[config.mk]
export PLATFORM = sky130hd
export DESIGN_NAME = vertexinput_fetch_ctrl_flat
export DESIGN_NICKNAME = d
export VERILOG_FILES = /design/src/rtl/vertexinput_fetch_ctrl_if.sv /design/src/rtl/vertexinput_fetch_ctrl.sv /design/src/flat_wrapper.sv
export SDC_FILE = /design/constraint.sdc
export NUM_CORES = 1
export LEC_CHECK = 0
export CAP_MARGIN = 20
export CORE_MARGIN = 10
export CORE_UTILIZATION = 55
export DETAILED_ROUTE_END_ITERATION = 8
export DONT_BUFFER_PORTS = 1
export PLACE_DENSITY_LB_ADDON = 0.1
export SLEW_MARGIN = 15
export SYNTH_ARGS = -nofsm -noshare
export SYNTH_HDL_FRONTEND = slang
export SYNTH_SLANG_ARGS = --single-unit
[constraint.sdc]
create_clock -name aclk -period 5.2 [get_ports aclk]
set_input_delay 1.04 -clock aclk [delete_from_list [all_inputs] [get_ports aclk]]
set_output_delay 1.04 -clock aclk [all_outputs]
set_load 0.1 [all_outputs]
[src/rtl/vertexinput_fetch_ctrl_if.sv]
`timescale 1ns/1ps
`default_nettype none
// ============================================================================
// Module   : vertexinput_fetch_ctrl_if
// Brief    : Read-port (req/ack) and vertex output stream (valid/ready) bundle
//            for the vertex-input fetch controller.
// Revision : 1.0 - initial release
// ============================================================================
interface vertexinput_fetch_ctrl_if #(
    parameter int ADDR_W = 32,
    parameter int DATA_W = 32
);
    logic              rd_req;
    logic [ADDR_W-1:0] rd_addr;
    logic              rd_ack;
    logic [DATA_W-1:0] rd_data;

    logic              m_vtx_valid;
    logic [DATA_W-1:0] m_vtx_data;
    logic              m_vtx_last;
    logic              m_vtx_ready;

    modport master (
        output rd_req,
        output rd_addr,
        input  rd_ack,
        input  rd_data,
        output m_vtx_valid,
        output m_vtx_data,
        output m_vtx_last,
        input  m_vtx_ready
    );

    modport slave (
        input  rd_req,
        input  rd_addr,
        output rd_ack,
        output rd_data,
        input  m_vtx_valid,
        input  m_vtx_data,
        input  m_vtx_last,
        output m_vtx_ready
    );
endinterface
`default_nettype wire

[src/rtl/vertexinput_fetch_ctrl.sv]
`timescale 1ns/1ps
`default_nettype none
// ============================================================================
// Module   : vertexinput_fetch_ctrl
// Brief    : Fetches a run of vertex words over a single-outstanding req/ack
//            port into a small FWFT FIFO and streams them out with a last flag.
// Revision : 1.0 - initial release
// ============================================================================
module vertexinput_fetch_ctrl #(
    parameter int ADDR_W     = 32,
    parameter int DATA_W     = 32,
    parameter int CNT_W      = 16,
    parameter int FIFO_DEPTH = 4
) (
    input  logic              aclk,
    input  logic              aresetn,
    input  logic [ADDR_W-1:0] cfg_base_addr,
    input  logic [CNT_W-1:0]  cfg_vtx_count,
    input  logic [7:0]        cfg_stride,
    input  logic              start_pulse,
    input  logic              abort_pulse,
    output logic              status_busy,
    output logic              status_done,
    output logic [1:0]        irq_flags,
    input  logic [1:0]        irq_clr,
    vertexinput_fetch_ctrl_if.master bus
);
    localparam int PTR_W = $clog2(FIFO_DEPTH);

    localparam logic [1:0] c_IDLE  = 2'd0;
    localparam logic [1:0] c_FETCH = 2'd1;
    localparam logic [1:0] c_DRAIN = 2'd2;
    localparam logic [1:0] c_ABORT = 2'd3;

    localparam logic [PTR_W:0]   c_DEPTH   = (PTR_W+1)'(FIFO_DEPTH);
    localparam logic [PTR_W:0]   c_OCC_ONE = (PTR_W+1)'(1);
    localparam logic [PTR_W-1:0] c_PTR_ONE = PTR_W'(1);
    localparam logic [CNT_W-1:0] c_CNT_ONE = CNT_W'(1);

    logic [1:0]        r_state;
    logic [1:0]        w_state_nxt;
    logic [ADDR_W-1:0] r_addr;
    logic [CNT_W-1:0]  r_count;
    logic [CNT_W-1:0]  r_idx;
    logic [7:0]        r_stride;
    logic              r_req;
    logic              r_busy;
    logic              r_done;
    logic [1:0]        r_irq;

    logic [DATA_W-1:0] r_mem      [FIFO_DEPTH];
    logic              r_mem_last [FIFO_DEPTH];
    logic [PTR_W-1:0]  r_wptr;
    logic [PTR_W-1:0]  r_rptr;
    logic [PTR_W:0]    r_occ;

    logic w_valid;
    logic w_pop;
    logic w_ack;
    logic w_push;
    logic w_abort;
    logic w_start_ok;
    logic w_start_zero;
    logic w_last_idx;
    logic w_issue;
    logic w_done_evt;

    assign w_valid      = (r_occ != '0);
    assign w_pop        = w_valid & bus.m_vtx_ready;
    assign w_ack        = r_req & bus.rd_ack;
    assign w_push       = w_ack & (r_state == c_FETCH);
    assign w_abort      = abort_pulse & ((r_state == c_FETCH) | (r_state == c_DRAIN));
    assign w_start_ok   = start_pulse & (r_state == c_IDLE) & (cfg_vtx_count != '0);
    assign w_start_zero = start_pulse & (r_state == c_IDLE) & (cfg_vtx_count == '0);
    assign w_last_idx   = (r_idx == (r_count - c_CNT_ONE));
    // A new request only goes out once the previous one has dropped, and only
    // when the FIFO can hold the word it will return.
    assign w_issue      = (r_state == c_FETCH) & ~r_req & ~w_abort & (r_occ < c_DEPTH);
    assign w_done_evt   = (r_state == c_DRAIN) & ~w_abort & (r_occ == '0);

    always_comb begin
        w_state_nxt = r_state;
        case (r_state)
            c_IDLE:  if (w_start_ok) w_state_nxt = c_FETCH;
            c_FETCH: begin
                if (w_abort)                  w_state_nxt = c_ABORT;
                else if (w_push & w_last_idx) w_state_nxt = c_DRAIN;
            end
            c_DRAIN: begin
                if (w_abort)         w_state_nxt = c_ABORT;
                else if (w_done_evt) w_state_nxt = c_IDLE;
            end
            c_ABORT: if (~r_req | bus.rd_ack) w_state_nxt = c_IDLE;
            default: w_state_nxt = c_IDLE;
        endcase
    end

    always_ff @(posedge aclk or negedge aresetn) begin
        if (!aresetn) begin
            r_state  <= c_IDLE;
            r_busy   <= 1'b0;
            r_addr   <= '0;
            r_count  <= '0;
            r_idx    <= '0;
            r_stride <= '0;
            r_req    <= 1'b0;
            r_done   <= 1'b0;
            r_irq    <= 2'b00;
        end else begin
            r_state <= w_state_nxt;
            r_busy  <= (w_state_nxt != c_IDLE);
            if (w_start_ok) begin
                r_addr   <= cfg_base_addr;
                r_count  <= cfg_vtx_count;
                r_stride <= cfg_stride;
                r_idx    <= '0;
                r_req    <= 1'b1;
                r_done   <= 1'b0;
            end else begin
                if (w_ack)        r_req <= 1'b0;
                else if (w_issue) r_req <= 1'b1;
                if (w_push) begin
                    r_idx  <= r_idx + c_CNT_ONE;
                    r_addr <= r_addr + ADDR_W'(r_stride);
                end
                if (w_done_evt) r_done <= 1'b1;
            end
            // Set wins over a coincident clear.
            r_irq <= (r_irq & ~irq_clr) | {w_start_zero, w_done_evt};
        end
    end

    always_ff @(posedge aclk or negedge aresetn) begin
        if (!aresetn) begin
            r_wptr <= '0;
            r_rptr <= '0;
            r_occ  <= '0;
            for (int i = 0; i < FIFO_DEPTH; i++) begin
                r_mem[i]      <= '0;
                r_mem_last[i] <= 1'b0;
            end
        end else if (w_abort) begin
            r_wptr <= '0;
            r_rptr <= '0;
            r_occ  <= '0;
        end else begin
            if (w_push) begin
                r_mem[r_wptr]      <= bus.rd_data;
                r_mem_last[r_wptr] <= w_last_idx;
                r_wptr             <= r_wptr + c_PTR_ONE;
            end
            if (w_pop) r_rptr <= r_rptr + c_PTR_ONE;
            case ({w_push, w_pop})
                2'b10:   r_occ <= r_occ + c_OCC_ONE;
                2'b01:   r_occ <= r_occ - c_OCC_ONE;
                default: r_occ <= r_occ;
            endcase
        end
    end

    assign bus.rd_req      = r_req;
    assign bus.rd_addr     = r_addr;
    assign bus.m_vtx_valid = w_valid;
    assign bus.m_vtx_data  = w_valid ? r_mem[r_rptr] : '0;
    assign bus.m_vtx_last  = w_valid & r_mem_last[r_rptr];
    assign status_busy     = r_busy;
    assign status_done     = r_done;
    assign irq_flags       = r_irq;
endmodule
`default_nettype wire

[src/flat_wrapper.sv]
// flat-port wrapper written by rule: the top's interface ports become plain ports
module vertexinput_fetch_ctrl_flat 
#(
    parameter int ADDR_W     = 32,
    parameter int DATA_W     = 32,
    parameter int CNT_W      = 16,
    parameter int FIFO_DEPTH = 4
)
  (aclk, aresetn, cfg_base_addr, cfg_vtx_count, cfg_stride, start_pulse, abort_pulse, status_busy, status_done, irq_flags, irq_clr, bus_rd_req, bus_rd_addr, bus_rd_ack, bus_rd_data, bus_m_vtx_valid, bus_m_vtx_data, bus_m_vtx_last, bus_m_vtx_ready);
  vertexinput_fetch_ctrl_if #(.ADDR_W(ADDR_W), .DATA_W(DATA_W)) bus_i ();
  input  logic aclk;
  input  logic aresetn;
  input  logic [ADDR_W-1:0] cfg_base_addr;
  input  logic [CNT_W-1:0] cfg_vtx_count;
  input  logic [7:0] cfg_stride;
  input  logic start_pulse;
  input  logic abort_pulse;
  output logic status_busy;
  output logic status_done;
  output logic [1:0] irq_flags;
  input  logic [1:0] irq_clr;
  output wire logic [$bits(bus_i.rd_req)-1:0] bus_rd_req;
  output wire logic [$bits(bus_i.rd_addr)-1:0] bus_rd_addr;
  input wire logic [$bits(bus_i.rd_ack)-1:0] bus_rd_ack;
  input wire logic [$bits(bus_i.rd_data)-1:0] bus_rd_data;
  output wire logic [$bits(bus_i.m_vtx_valid)-1:0] bus_m_vtx_valid;
  output wire logic [$bits(bus_i.m_vtx_data)-1:0] bus_m_vtx_data;
  output wire logic [$bits(bus_i.m_vtx_last)-1:0] bus_m_vtx_last;
  input wire logic [$bits(bus_i.m_vtx_ready)-1:0] bus_m_vtx_ready;
  assign bus_rd_req = bus_i.rd_req;
  assign bus_rd_addr = bus_i.rd_addr;
  assign bus_i.rd_ack = bus_rd_ack;
  assign bus_i.rd_data = bus_rd_data;
  assign bus_m_vtx_valid = bus_i.m_vtx_valid;
  assign bus_m_vtx_data = bus_i.m_vtx_data;
  assign bus_m_vtx_last = bus_i.m_vtx_last;
  assign bus_i.m_vtx_ready = bus_m_vtx_ready;
  vertexinput_fetch_ctrl #(.ADDR_W(ADDR_W), .DATA_W(DATA_W), .CNT_W(CNT_W), .FIFO_DEPTH(FIFO_DEPTH)) u_core (.aclk(aclk), .aresetn(aresetn), .cfg_base_addr(cfg_base_addr), .cfg_vtx_count(cfg_vtx_count), .cfg_stride(cfg_stride), .start_pulse(start_pulse), .abort_pulse(abort_pulse), .status_busy(status_busy), .status_done(status_done), .irq_flags(irq_flags), .irq_clr(irq_clr), .bus(bus_i));
endmodule
== Word level (Yosys, flattened, before mapping) ==
Cells that the tools add are included.
Cells by class
  $add $sub $neg: 7
  magnitude comparators: 4
  equality and inequality tests: 6
  multiplexer cells: 35
  bitwise logic cells: 23
  reductions and logical operators: 14
Operator list (number)
  $mux 32: 6
  $bwmux 128: 1
  $bmux 32 s2: 1
  $demux 32 s2: 1
  $add 32x8->32: 1
  $mux 16: 2
  $mux 2: 10
  $add 16x1->16 const B: 1
  $eq 16x16->1: 1
  $logic_not 16->1: 1
  $reduce_bool 16->1: 1
  $sub 16x1->16 const B: 1
  $and 1x1->1: 14
  $reduce_bool 2->1: 5
  $reduce_bool 3->1: 3
  $mux 1: 8
  $pmux 2 s4: 1
  $eq 2x2->1 const B: 3
  $ge 3x3->1 const B: 2
  $not 2->3: 2
  $pmux 3 s2: 1
  $add 2x1->2 const B: 2
  $bwmux 4: 1
  $eq 2x1->1 const B: 2
  16 further kinds: 18
Storage, ports and cells
  bits in registers: 218
  bits of input ports: 96
  output and inout port bits: 71
  word-level logic and storage cells: 109

== Logic depth before layout (Yosys ltp) ==
Gate-level depths: netlist of run 1.
  word-level depth: 10
  depth in mapped cells: 12
  gate-level depth less buffers: 11

== Least setup slack after synthesis of run 1 ==
Ideal clock, no wire load.
  kind: register to output
  from: register u_core.r_occ[0]
  to: output bus_m_vtx_data[22]
  arrival time: 2457 ps
  data required time: 4160 ps
  slack: 1703 ps
  cell stages (with the launch flop): 5
  path buffers: 1
  cell sequence: dfrtp_1 > nor3_1 > inv_1 > clkbuf_1 > and2_1
On the way
  longest elaborated chain between the ends: 2
Ends and longest elaborated chain
  start: declaration: RTL line vertexinput_fetch_ctrl.sv:55  | logic [PTR_W:0] r_occ;
  start signal: assignment: RTL line vertexinput_fetch_ctrl.sv:154  | 2'b10: r_occ <= r_occ + c_OCC_ONE;
  start signal: assignment: RTL line vertexinput_fetch_ctrl.sv:155  | 2'b01: r_occ <= r_occ - c_OCC_ONE;
  start signal: assignment: RTL line vertexinput_fetch_ctrl.sv:156  | default: r_occ <= r_occ;
  $reduce_bool 3->1: RTL line vertexinput_fetch_ctrl.sv:68  | assign w_valid = (r_occ != '0);
  named net bus_m_vtx_valid: RTL line flat_wrapper.sv:26  | output wire logic [$bits(bus_i.m_vtx_valid)-1:0] bus_m_vtx_valid;
  $mux 32: RTL line vertexinput_fetch_ctrl.sv:164  | assign bus.m_vtx_data = w_valid ? r_mem[r_rptr] : '0;
  end: declaration: RTL line flat_wrapper.sv:27  | output wire logic [$bits(bus_i.m_vtx_data)-1:0] bus_m_vtx_data;
The timed path passes the listed nets, and every way through them passes these cells.

== Worst setup path after layout of run 1 ==
  from: register u_core.r_rptr[0]
  to: output bus_m_vtx_data[3]
On the way
  longest elaborated chain between the ends: 5
Ends and longest elaborated chain
  start: declaration: RTL line vertexinput_fetch_ctrl.sv:54  | logic [PTR_W-1:0] r_rptr;
  start signal: assignment: RTL line vertexinput_fetch_ctrl.sv:152  | if (w_pop) r_rptr <= r_rptr + c_PTR_ONE;
  $not 2->3 (implied by the code): RTL line vertexinput_fetch_ctrl.sv:164
  $bmux 32 s2: RTL line vertexinput_fetch_ctrl.sv:164
  $mux 32 (implied by the code) (2 in series): RTL line vertexinput_fetch_ctrl.sv:164
  $mux 32: RTL line vertexinput_fetch_ctrl.sv:164
Every way passes these cells. The select of a mux whose other input is x is not followed.

==> results of run 1 <==
logic make-up after synthesis:
kind of cell / share of synthesized area [%]
and+or+nand+nor: 11.8
DFF: 49.9
muxes: 22.7
AOI/OAI and AO/OA: 5.68
buffers and inverters: 2.60
xor gates and xnor gates: 4.65
adders and majority gates: 2.66
per-stage QoR:
stage,setup slack [ps],area [um2],cells,hold slack [ps]
3_3_place_gp,1500,11100,1128,463
2_1_floorplan,1700,10900,904,450
3_5_place_dp,1410,11100,1128,474
5_1_grt,1040,11900,1167,196
6_report,1230,11900,1167,221
4_1_cts,1140,11900,1167,205
worst reg2reg max path: stages, from the launching register on:
cell,delay [ps]
dfrtp_1,1100
and3_1,320
clkinv_1,490
nor2_1,510
nand2_2,670
mux2_2,540
registers in the layout, indices dropped and copies added (netlist names):
signal,cells
u_core.r_occ,3
u_core.irq_flags,2
u_core.r_state,2
u_core.bus.rd_req,1
u_core.bus.rd_addr,32
u_core.r_mem,128
u_core.r_stride,8
u_core.r_idx,16
u_core.r_mem_last,4
u_core.r_wptr,2
u_core.r_count,16
u_core.status_done,1
u_core.r_rptr,2
u_core.status_busy,1
worst min-delay path by stage:
stage	slack, ps	depth (start not counted)	endpoint	startpoint
after global placement	460	2	u_core.r_mem_last[1]	u_core.r_mem_last[1]
after global routing	200	0	u_core.r_mem[102]	aresetn
after detailed placement	470	2	u_core.r_mem_last[1]	u_core.r_mem_last[1]
final	220	0	u_core.r_mem[6]	aresetn
after floorplan	450	2	u_core.r_mem_last[1]	u_core.r_mem_last[1]
after CTS	210	0	u_core.r_mem[102]	aresetn
placed cells by master (no fill, tap or decap), types with 5 or more instances in the layout:
master	instances
buf_4	8
xnor2_1	37
nor2_1	43
xor2_1	21
nand4_1	13
nand3_1	13
clkbuf_1	10
inv_1	19
o21ai_1	15
dfrtp_1	217
nor3b_1	7
nor4_1	6
mux2i_1	5
a21oi_1	23
mux4_2	33
and3_1	7
clkbuf_16	24
nor3_1	18
ha_1	20
nand2_1	63
or3_1	7
o21ai_0	39
mux2_2	149
and2_1	37
nor2b_1	5
cell type report:
| cell class | instances | area (um2) | share of cell area (%) |
|---|---|---|---|
| flip-flops and latches | 218 | 5460 | 46.0 |
| clock inverters | 3 | 76.3 | 0.643 |
| clock buffers | 36 | 666 | 5.61 |
| inverters | 21 | 78.8 | 0.664 |
| multi-input cells | 616 | 5200 | 43.8 |
| well taps | 265 | 332 | 2.79 |
| repair buffers | 8 | 60.1 | 0.506 |
per-layer routing:
metal | vias up | wire [um] | GRT usage, %
met1 | 3569 | 9930 | 22.5
met3 | 35 | 2130 | 6.80
met2 | 197 | 11700 | 30.7
li1 | 3171 | - | -
met4 | 0 | 585 | 5.25
met5 | - | 0 | 0
==> results by group, run 1 <==
Run status
  – Status: finished, final reports clean

Die
  – Die X: 161 um
  – # rows: 51
  – Die Area: 25900 um2
  – Initial Utilization: 56.0%
  – Ports: 167
  – Core area: 19500 um2
  – Overall die height: 161 um

Critical path
  – Worst Setup End Kind: output port
  – Worst Setup SP: u_core.r_rptr[0]
  – Crit path max-delay family: flip-flops
  – Reg-to-reg slack, setup: 1450 ps
  – Cell depth of the worst setup path: 3
  – Startpoint type of the worst setup path: register
  – CP arrival: 2930 ps
  – Reg2reg end: u_core.r_mem[105]
  – Data required, critical path: 4160 ps
  – Crit-path cells: buf_4 > mux4_2 > and2_1
  – Critical path type: reg2out
  – Worst path max stage delay: 910 ps
  – CP Capture Point: bus_m_vtx_data[3]
  – Worst reg-to-reg path cell count: 5
  – Slowest stage cell on the critical path: dfrtp_2
  – Reg-to-Reg Start: u_core.bus.rd_req
  – Critical-path maximum fanout: 24
  – WP buf/inv: 1

STA
  – Measured slew at the worst slew-check pin: 1140 ps
  – Crit path time final: 3970 ps
  – Slew headroom: 23.7%
  – Final hold viol count: 0
  – Setup violators final: 0
  – Fin crit share: 76.4%
  – Total Neg Setup Slack: 0 ps
  – Clk_skew: 11.7 ps
  – Unrepaired setup endpoints after global routing: false
  – Max Fclk: 252 MHz
  – Fin. max-slew vios: 0

Global routing
  – Initial antenna violation count: 0
  – Total GRT Usage: 18.6%
  – Number of global-route vias before repair: 7480
  – Largest net degree at the start of global routing: 219
  – Global-route wire length before repair: 40.0 mm
  – Grt total ovfl: 0

Routing
  – Vias per inst: 5.97
  – Post-route ant nets: 0
  – Number of iterations in the first detailed-routing pass: 5
  – First DRT Iteration DRCs: 461
  – Via count: 6972
  – WL/cell: 20.8 um
  – Total length of routed wires: 24.3 mm
  – DRC: 0

Clocking
  – Clock Tree Buf Depth: 3
  – CTS clk-pin slew, worst paths: 60 ps
  – Worst skew pair latency: 520 ps
  – Number of hold buffers added after cts: 0
  – Num CTS Buffers: 24
  – CTS resizes: 0
  – CTS tree: done
  – CTS root buffer: clkbuf_16
  – CTS sink cnt: 218
  – Total setup buffers inserted after CTS: 0
  – # H-tree levels: 1

Placement
  – Placer Congestion: 0.805
  – Post-DP HPWL: 16.3 mm
  – IO Port Bufs: 0

Finish
  – End-of-flow core utilization: 60.8%
  – Layout cells sized above 1: 26.2%
  – Fillers: 1553
  – Antenna cells: 0
  – Area growth from synthesis to layout: 8.67%
  – Final nets: 1007

Yosys
  – Syn Inst Count: 904
  – Mapped Area: 10900 um2
  – Synth Flop Type: dfrtp_1
  – Yosys warning count: 0
  – FF+latch count, synth: 218
  – Ranking of synthesized cells by area: dfrtp_1, mux2_2, mux4_2
  – Most numerous cell in the Yosys netlist: dfrtp_1
  – Synth top area share: 49.9%
  – Cell variety after synth: 64
  – Mapped Nets: 1022
  – Top cells by count, synth: dfrtp_1, mux2_2, nand2_1, nor2_1, clkbuf_1
  – Syn avg cell area: 12.1 um2
  – Ys async rst share: 100%
  – Biggest area consumer among synthesized cells: dfrtp_1
  – Post-synthesis sequential area ratio: 49.9%
  – EDFF count, synth: 0

Hold path
  – Hold Crit Class: in2async

Flow run
  – MaxCap Viol Count: 0
Power of run 1 is left out: the tool's default activity adds up to more than one toggle a clock period on the data nets, which glitch-free logic cannot reach.
==> run 2: changes to the inputs <==
- clock period: 5.2 -> 3.7 ns (I/O delays scaled with it)
==> results by group, run 2 (same netlist as run 1, synthesis figures left out) <==
Clocking
  – Num CTS Buffers: 24 (unchanged)
  – Clock Tree Buf Depth: 3 (unchanged)
  – CTS sink cnt: 218 (unchanged)
  – # H-tree levels: 1 (unchanged)
  – Total setup buffers inserted after CTS: 0 (unchanged)
  – CTS resizes: 0 (unchanged)
  – CTS tree: done
  – Worst skew pair latency: 510 ps (about the same)
  – CTS clk-pin slew, worst paths: 60 ps (about the same)
  – CTS root buffer: clkbuf_16

Critical path
  – Worst path max stage delay: 680 ps (-230 ps)
  – WP buf/inv: 2 (+1)
  – Reg-to-Reg Start: u_core.r_state[1]
  – CP Capture Point: bus_m_vtx_data[30]
  – Critical-path maximum fanout: 14 (-42%)
  – CP most frequent cell: buf_4
  – Worst Setup SP: u_core.r_rptr[0]
  – Reg-to-reg slack, setup: 610 ps (-840 ps)
  – Crit path max-delay family: flip-flops
  – Reg2reg end: u_core.bus.rd_addr[31]
  – Critical path type: reg2out
  – Startpoint type of the worst setup path: register
  – Slowest stage cell on the critical path: dfrtp_2
  – Cell depth of the worst setup path: 4 (+1)
  – Worst Setup End Kind: output port
  – CP arrival: 2400 ps (-530 ps)
  – Worst reg-to-reg path cell count: 10 (+5)
  – Data required, critical path: 2960 ps (-1200 ps)
  – Crit-path cells: buf_4 > mux4_2 > and2_1 > buf_4

Routing
  – Vias per inst: 5.81 (-2.7%)
  – First DRT Iteration DRCs: 347 (-25%)
  – WL/cell: 20.1 um (-3.5%)
  – Post-route ant nets: 0 (unchanged)
  – Via count: 7168 (+2.8%)
  – Total length of routed wires: 24.8 mm (+2.0%)
  – Number of iterations in the first detailed-routing pass: 4 (-1)
  – DRC: 0 (unchanged)

Finish
  – Biggest register: u_core.r_mem
  – End-of-flow core utilization: 63.6% (+2.8 points)
  – Fillers: 1539 (-0.90%)
  – Commonest non-fill, non-tap cell in the layout: dfrtp_1
  – Commonest non-fill, non-tap cells in the layout: dfrtp_1, mux2_2, buf_4, nand2_1, nor2_1
  – Layout cells sized above 1: 31.7% (+5.6 points)
  – Largest register FFs: 128 (unchanged)
  – Final nets: 1068 (+6.1%)
  – Area growth from synthesis to layout: 13.7%

Global routing
  – Largest net degree at the start of global routing: 219 (unchanged)
  – Global-route wire length before repair: 40.5 mm (+1.4%)
  – Initial antenna violation count: 1 (+1)
  – Grt total ovfl: 0 (unchanged)
  – Number of global-route vias before repair: 7853 (+5.0%)
  – Total GRT Usage: 18.8% (+0.18 points)

STA
  – Slew headroom: 33.5% (+9.8 points)
  – Final hold viol count: 185 (+185)
  – Max Fclk: 318 MHz
  – Total Neg Setup Slack: 0 ps (unchanged)
  – Crit path time final: 3140 ps
  – Unrepaired setup endpoints after global routing: false
  – Clk_skew: 7.51 ps (-4.21 ps)
  – Measured slew at the worst slew-check pin: 997 ps (-147 ps)
  – Fin crit share: 84.9%
  – Worst setup margin: 559 ps (-668 ps)
  – Fin. max-slew vios: 0 (unchanged)
  – Min Hold Slack: -69.5 ps (-290 ps)
  – Setup violators final: 0 (unchanged)

Placement
  – Post-DP HPWL: 17.1 mm (+4.5%)
  – IO Port Bufs: 0 (unchanged)
  – Pre-CTS setup slack: 643 ps (-765 ps)
  – Placer Congestion: 0.866 (+7.5%)

Die
  – Die X: 161 um (unchanged)
  – Initial Utilization: 56.0% (unchanged)
  – Die Area: 25900 um2 (unchanged)
  – Core area: 19500 um2 (unchanged)
  – Overall die height: 161 um (unchanged)
  – Ports: 167 (unchanged)
  – # rows: 51 (unchanged)

Hold path
  – Hold Crit Class: in2async

Flow run
  – MaxCap Viol Count: 0 (unchanged)

Run status
  – Status: finished with violations
  – Violated checks: negative hold slack
==> run 2: cell types whose count changed in the layout (fill, tap and decap cells not counted) <==
| cell | previous run | this run |
|---|---|---|
| clkbuf_1 | 10 | 4 |
| clkbuf_8 | 2 | 4 |
| clkinv_2 | 0 | 7 |
| buf_12 | 0 | 3 |
| buf_4 | 8 | 66 |
| clkinvlp_4 | 0 | 1 |
| diode_2 | 0 | 1 |
==> run 2: how the worst min path moves through the flow <==
stage | start | to | slack [ps] | depth (start not counted)
after global routing | aresetn | u_core.r_mem[105] | -100 | 0
after detailed placement | aresetn | u_core.r_mem[105] | 450 | 0
after CTS | aresetn | u_core.r_mem[105] | -90 | 0
after floorplan | aresetn | u_core.bus.rd_addr[0] | 440 | 0
after global placement | aresetn | u_core.r_mem[105] | 460 | 0
final | aresetn | u_core.r_mem[105] | -70 | 0
==> run 2: area by class of cell <==
type                    count  area [um2]  area share, %
diodes                      1        2.50         0.0201
clock buffers              32         671           5.40
clock inverters            11         119          0.957
inverters                  21        78.8          0.635
multi-input cells         616        5200           41.9
flip-flops and latches    218        5460           43.9
well taps                 265         332           2.67
repair buffers             69         556           4.47
==> run 2: routing by layer <==
metal | share of wire [%] | wire (um) | GRT usage, % | vias to the layer above
li1 | - | - | - | 3318
met1 | 41 | 10100 | 22.0 | 3640
met2 | 49 | 12200 | 32.1 | 179
met3 | 8.2 | 2020 | 6.85 | 31
met4 | 2.1 | 522 | 4.51 | 0
met5 | 0 | 0 | 0 | -
==> run 2: stage by stage <==
stage / instance area (um2) / std cells
final: 12400 / 1233
after global routing: 12400 / 1233
after CTS: 12400 / 1232
after detailed placement: 11600 / 1189
after floorplan: 10900 / 904
after global placement: 11600 / 1189
Power of run 2 is left out for the same reason.
